### config.mk
export PLATFORM = sky130hd
export DESIGN_NAME = fp32_pow_seq
export DESIGN_NICKNAME = d
export VERILOG_FILES = /design/src/rtl/fp_pkg.sv /design/src/rtl/fp32_mul_core.sv /design/src/rtl/fp32_pow_seq.sv
export SDC_FILE = /design/constraint.sdc
export NUM_CORES = 2
export LEC_CHECK = 0
export ABC_AREA = 1
export CORE_MARGIN = 5
export CORE_UTILIZATION = 50
export DETAILED_ROUTE_END_ITERATION = 7
export PLACE_DENSITY = 0.69
export SKIP_LAST_GASP = 1
export SYNTH_ARGS = -nofsm -noshare
export SYNTH_HDL_FRONTEND = slang
export SYNTH_HIERARCHICAL = 1
export SYNTH_SLANG_ARGS = --single-unit
### constraint.sdc
create_clock -name CLK -period 7.8 [get_ports CLK]
set_input_delay 1.17 -clock CLK [delete_from_list [all_inputs] [get_ports CLK]]
set_output_delay 1.17 -clock CLK [all_outputs]
set_load 0.02 [all_outputs]
### src/rtl/fp_pkg.sv
// Shared FP32 constants, field widths and the power-unit state type.
// Imported by the multiplier core and the sequential power unit.
package fp_pkg;

    localparam int unsigned FP_SIGN_W = 1;
    localparam int unsigned FP_EXP_W  = 8;
    localparam int unsigned FP_FRAC_W = 23;
    localparam int unsigned FP_W      = FP_SIGN_W + FP_EXP_W + FP_FRAC_W;
    localparam int unsigned FP_BIAS   = 127;

    localparam logic [FP_W-1:0] FP_ONE  = 32'h3F800000;
    localparam logic [FP_W-1:0] FP_PINF = 32'h7F800000;
    localparam logic [FP_W-1:0] FP_ZERO = 32'h00000000;
    localparam logic [FP_W-1:0] FP_QNAN = 32'h7FC00000;

    typedef enum logic [1:0] {
        StIdle,
        StIssue,
        StWait,
        StDone
    } pow_state_t;

endpackage

### src/rtl/fp32_mul_core.sv
// Pipelined FP32 multiplier: flush-to-zero, round-to-nearest-even, saturating,
// with overflow/underflow flags travelling alongside the product.
module fp32_mul_core
    import fp_pkg::*;
#(
    parameter int unsigned MUL_LAT = 2
) (
    input  logic        CLK,
    input  logic        RST,
    input  logic [31:0] a,
    input  logic [31:0] b,
    output logic [31:0] y,
    output logic        ovf,
    output logic        unf
);

    logic                sa, sb, sy;
    logic [7:0]          ea, eb;
    logic [22:0]         fa, fb;
    logic                a_nan, b_nan, a_inf, b_inf, a_zero, b_zero;
    logic [47:0]         prod;
    logic signed [9:0]   exp_c;
    logic [22:0]         mant;
    logic                guard, sticky, round_up;
    logic [23:0]         rnd;
    logic [31:0]         y_c;
    logic                ovf_c, unf_c;
    logic [33:0]         pipe_q [MUL_LAT];

    assign {sa, ea, fa} = a;
    assign {sb, eb, fb} = b;
    assign sy     = sa ^ sb;
    assign a_zero = (ea == 8'd0);
    assign b_zero = (eb == 8'd0);
    assign a_inf  = (ea == 8'hFF) && (fa == 23'd0);
    assign b_inf  = (eb == 8'hFF) && (fb == 23'd0);
    assign a_nan  = (ea == 8'hFF) && (fa != 23'd0);
    assign b_nan  = (eb == 8'hFF) && (fb != 23'd0);

    always_comb begin
        y_c    = FP_ZERO;
        ovf_c  = 1'b0;
        unf_c  = 1'b0;
        prod   = {1'b1, fa} * {1'b1, fb};
        exp_c  = $signed({2'b00, ea}) + $signed({2'b00, eb}) - 10'sd127;
        // Normalise the 48-bit product to 1.xxx with guard and sticky bits
        if (prod[47]) begin
            mant   = prod[46:24];
            guard  = prod[23];
            sticky = |prod[22:0];
            exp_c  = exp_c + 10'sd1;
        end else begin
            mant   = prod[45:23];
            guard  = prod[22];
            sticky = |prod[21:0];
        end
        round_up = guard && (sticky || mant[0]);
        rnd      = {1'b0, mant} + {23'd0, round_up};
        if (rnd[23]) begin
            exp_c = exp_c + 10'sd1;
        end

        if (a_nan || b_nan || (a_inf && b_zero) || (b_inf && a_zero)) begin
            y_c = FP_QNAN;
        end else if (a_inf || b_inf) begin
            y_c = {sy, FP_PINF[30:0]};
        end else if (a_zero || b_zero) begin
            y_c = {sy, FP_ZERO[30:0]};
        end else if (exp_c >= 10'sd255) begin
            y_c   = {sy, FP_PINF[30:0]};
            ovf_c = 1'b1;
        end else if (exp_c <= 10'sd0) begin
            y_c   = {sy, FP_ZERO[30:0]};
            unf_c = 1'b1;
        end else begin
            y_c = {sy, exp_c[7:0], rnd[22:0]};
        end
    end

    always_ff @(posedge CLK) begin
        if (!RST) begin
            for (int i = 0; i < MUL_LAT; i++) begin
                pipe_q[i] <= '0;
            end
        end else begin
            pipe_q[0] <= {ovf_c, unf_c, y_c};
            for (int i = 1; i < MUL_LAT; i++) begin
                pipe_q[i] <= pipe_q[i-1];
            end
        end
    end

    assign {ovf, unf, y} = pipe_q[MUL_LAT-1];

endmodule

### src/rtl/fp32_pow_seq.sv
// Sequential FP32 integer power A^B by right-to-left square-and-multiply,
// with start/busy/done handshake and sticky overflow/underflow flags.
module fp32_pow_seq
    import fp_pkg::*;
#(
    parameter int unsigned EXP_W   = 24,
    parameter int unsigned MUL_LAT = 2
) (
    input  logic             CLK,
    input  logic             RST,
    input  logic             start,
    input  logic [31:0]      A,
    input  logic [EXP_W-1:0] B,
    output logic             busy,
    output logic             done,
    output logic [31:0]      result,
    output logic             overflow,
    output logic             underflow
);

    localparam int unsigned CNT_W = (MUL_LAT > 1) ? $clog2(MUL_LAT) : 1;

    pow_state_t       state_q, state_d;
    logic [31:0]      base_q, base_d;
    logic [31:0]      acc_q, acc_d;
    logic [31:0]      result_q, result_d;
    logic [EXP_W-1:0] e_q, e_d;
    logic [EXP_W-1:0] e_shr;
    logic [CNT_W-1:0] cnt_q, cnt_d;
    logic             done_q, done_d;
    logic             ovf_q, ovf_d;
    logic             unf_q, unf_d;

    logic [31:0]      sq_y, pr_y;
    logic             sq_ovf, sq_unf, pr_ovf, pr_unf;

    assign e_shr = e_q >> 1;

    fp32_mul_core #(
        .MUL_LAT(MUL_LAT)
    ) u_sq (
        .CLK(CLK),
        .RST(RST),
        .a  (base_q),
        .b  (base_q),
        .y  (sq_y),
        .ovf(sq_ovf),
        .unf(sq_unf)
    );

    fp32_mul_core #(
        .MUL_LAT(MUL_LAT)
    ) u_pr (
        .CLK(CLK),
        .RST(RST),
        .a  (acc_q),
        .b  (base_q),
        .y  (pr_y),
        .ovf(pr_ovf),
        .unf(pr_unf)
    );

    always_comb begin
        state_d  = state_q;
        base_d   = base_q;
        acc_d    = acc_q;
        result_d = result_q;
        e_d      = e_q;
        cnt_d    = cnt_q;
        done_d   = 1'b0;
        ovf_d    = ovf_q;
        unf_d    = unf_q;
        unique case (state_q)
            StIdle: begin
                if (start) begin
                    base_d  = A;
                    e_d     = B;
                    acc_d   = FP_ONE;
                    ovf_d   = 1'b0;
                    unf_d   = 1'b0;
                    state_d = StIssue;
                end
            end
            StIssue: begin
                // Result and done are registered together so they appear in the DONE cycle
                if (e_q == '0) begin
                    result_d = acc_q;
                    done_d   = 1'b1;
                    state_d  = StDone;
                end else begin
                    cnt_d   = CNT_W'(MUL_LAT - 1);
                    state_d = StWait;
                end
            end
            StWait: begin
                if (cnt_q == '0) begin
                    if (e_q[0]) begin
                        acc_d = pr_y;
                        ovf_d = ovf_d | pr_ovf;
                        unf_d = unf_d | pr_unf;
                    end
                    // A square that will never be consumed must not raise flags
                    if (e_shr != '0) begin
                        ovf_d = ovf_d | sq_ovf;
                        unf_d = unf_d | sq_unf;
                    end
                    base_d  = sq_y;
                    e_d     = e_shr;
                    state_d = StIssue;
                end else begin
                    cnt_d = cnt_q - CNT_W'(1);
                end
            end
            StDone: begin
                state_d = StIdle;
            end
            default: begin
                state_d = StIdle;
            end
        endcase
    end

    always_ff @(posedge CLK) begin
        if (!RST) begin
            state_q  <= StIdle;
            base_q   <= '0;
            acc_q    <= '0;
            result_q <= FP_ONE;
            e_q      <= '0;
            cnt_q    <= '0;
            done_q   <= 1'b0;
            ovf_q    <= 1'b0;
            unf_q    <= 1'b0;
        end else begin
            state_q  <= state_d;
            base_q   <= base_d;
            acc_q    <= acc_d;
            result_q <= result_d;
            e_q      <= e_d;
            cnt_q    <= cnt_d;
            done_q   <= done_d;
            ovf_q    <= ovf_d;
            unf_q    <= unf_d;
        end
    end

    assign busy      = (state_q == StIssue) || (state_q == StWait);
    assign done      = done_q;
    assign result    = result_q;
    assign overflow  = ovf_q;
    assign underflow = unf_q;

endmodule
==> metrics <==
status finished with violations; failing checks negative setup slack; # fillers 10030; CP arrival 8670 ps; Sinks on Clock Net 262; Initial Utilization 0.5011; Post-synth ARST share 0; routed vias between 50000 and 60000; crit share post-route 1.050; most frequent cells in the layout nand2_1 (2381), inv_1 (2138), fa_1 (938); Rel. slew slack 0.02964; RSZ-0062 raised after global routing yes; Total GRT Usage 0.2847; CP dominant cell by count nand2_1; dpl cells roughly 10000; clk slew on worst S/H paths 70 ps; Core Region about 110000 µm²; sequential standard cell area approximately 5300 µm²; standard-cell row count ~120; fraction of layout cells with a size suffix above 1 0.2023; port bufs 94; CP required between 8000 and 9000 ps; hold buffer count at cts 0; # DRC 0; Slew Limit Fails 0; critical path class flop to flop; dpl hpwl ~140000 µm; R2R cell count 46; WL per Instance 17.12 µm; syn_area_per_cell 6.984 µm²; clk_lat worst skew a little under 600 ps; chip width 347.8 µm; Post-synth EDFFs 0; endpoints failing setup between 60 and 70; Layout area overhead 23.91%; Post-synth top flop dfxtp_1; initial antenna violation count 2; Die Span Y roughly 350 µm; fin cells 10490; worst hold path class flop to flop; PnR worst setup slack -387.2 ps; Final GP Congestion around 0.95; Mapped Area 57070 µm²; Yosys reg bits about 260; sequential share of the synthesized area 0.09191; crit start category flop; Hold Fails Final Rpt 0; routed wire length 179700 µm; CTS tree done; die area between 100000 and 150000 µm²; most common cell after layout, fill and taps aside nand2_1; Least-Margin Pin Slew about 1400 ps; area occupied by multi-input gates 44110 µm²; Fmax approximately 120 MHz; DR iter-0 viols about 4400; via count of the first global-routing pass ~53000; Synth warnings 6; TritonRoute pass-1 iters 7; count of different cell masters after synthesis 52; TritonCTS Buffers 28; syn_nets ~9600; Syn Inst Count approximately 8000; Worst setup EP type flop; CTS max path bufs 3; critical path fanouts, max 13; final critical-path required period about 8200 ps; fin nets 10370; largest net degree at the start of global routing 87; first-pass GRT wire length between 200000 and 300000 µm; via/cell ratio a little over 5; max_cap viols 0; CP max stage delay around 560 ps; clock root buffer clkbuf_16; post-route ant nets 0; Max H-tree Level 1; total grt overflow 0; Hold Crit Depth 2; I/O pin total 95; Slowest-stage cell, CP fa_2; clk_skew roughly 36 ps
## Yosys cell counts (9+ instances only)
cell type	n	share of area
nor2_2	24	0.0026
inv_2	30	0.0020
nor2_4	17	0.0034
xnor2_1	25	0.0038
o21bai_1	17	0.0022
nor3_1	29	0.0025
nor4_1	34	0.0037
buf_6	27	0.0053
xor2_1	55	0.0084
or2_2	13	0.0014
dfxtp_1	262	0.092
a21oi_1	138	0.012
nand3_1	250	0.022
buf_2	23	0.0020
nand2_1	2613	0.17
nor2_1	355	0.023
nand4_1	93	0.010
clkbuf_1	218	0.014
o21a_1	12	0.0016
nand3b_1	9	0.0012
a31oi_1	44	0.0048
buf_4	80	0.011
o21ai_1	88	0.0077
inv_1	2179	0.14
a21oi_2	24	0.0037
nand2_2	51	0.0056
fa_1	966	0.34
ha_1	387	0.085
o21ai_0	38	0.0033
## per-stage QoR
stage / setup TNS (ps) / area [µm²] / hold WS, ps / setup WS (ps) / util
2_1_floorplan: 0 / 57160 / 390.5 / 1.052 / -
3_3_place_gp: -25180 / 65290 / 398.1 / -482.7 / 0.5733
3_5_place_dp: -28620 / 65290 / 399.3 / -501.0 / 0.5733
4_1_cts: -11390 / 67520 / 413.5 / -233.6 / 0.5929
5_1_grt: -39960 / 70710 / 439.6 / -685.4 / 0.6210
6_report: -19820 / 70720 / 418.8 / -387.2 / 0.6210
## final timing paths
kind | end | slack [ps] | startpoint
hold / removal | u_pr/pipe_q[0][67]$_SDFF_PN0_ | 420 | u_pr/pipe_q[0][33]$_SDFF_PP0_
hold reg to reg | u_pr/pipe_q[0][67]$_SDFF_PN0_ | 420 | u_pr/pipe_q[0][33]$_SDFF_PP0_
setup / recovery | u_pr/pipe_q[0][13]$_SDFF_PP0_ | -390 | base_q[14]$_SDFFE_PN0P_
setup reg to reg | u_pr/pipe_q[0][13]$_SDFF_PP0_ | -390 | base_q[14]$_SDFFE_PN0P_
## sequential cells by signal, indices dropped and copies added, names as in the netlist
register     count
u_pr/pipe_q     68
u_sq/pipe_q     68
acc_q           32
base_q          32
result          32
e_q             24
state_q          2
cnt_q            1
done             1
overflow         1
underflow        1
## critical path, delay by kind of cell (launching register included)
family / cells / cell delay, ps
and+or+nand+nor: 24 / 2400
buffers and inverters: 14 / 1330
DFF: 1 / 410
adders and majority gates: 8 / 3910
## cell type report
type	count	share of cell area
multi-input cells	5346	0.6237
repair buffers	1104	0.1424
inverters	2216	0.1177
flip-flops and latches	262	0.07546
well taps	1512	0.02675
clock buffers	34	0.01095
clock inverters	18	0.003008
diodes	1	0.00003539
## layer usage
| metal | routed length, µm | global-route usage | vias to the layer above | share of wire |
|---|---|---|---|---|
| li1 | - | - | 25080 | - |
| met1 | 73600 | 0.3904 | 25760 | 0.41 |
| met2 | 84630 | 0.4732 | 2292 | 0.47 |
| met3 | 15600 | 0.03984 | 367 | 0.087 |
| met4 | 5844 | 0.08302 | 0 | 0.033 |
| met5 | 0 | 0 | - | 0 |
## repair_timing
item                       CTS  global route
resized for setup          169           594
setup endpoints to repair   66            66
cloned                       8            20
pin swaps                   64           299
setup buffers               43            88
## logic make-up (layout without fill, tap and decap cells)
| kind of cell | count (synthesis) | count (layout) | share of synthesized area |
|---|---|---|---|
| compound gates | 379 | 379 | 0.03826 |
| xor+xnor | 80 | 80 | 0.01228 |
| fa+ha+maj | 1353 | 1353 | 0.4237 |
| buf+inv | 2569 | 3372 | 0.1787 |
| flops | 262 | 262 | 0.09191 |
| other cells | 0 | 1 | 0 |
| simple gates | 3528 | 3534 | 0.2551 |
Power is left out: the tool's default activity adds up to more than one toggle a clock period on the data nets, which glitch-free logic cannot reach.
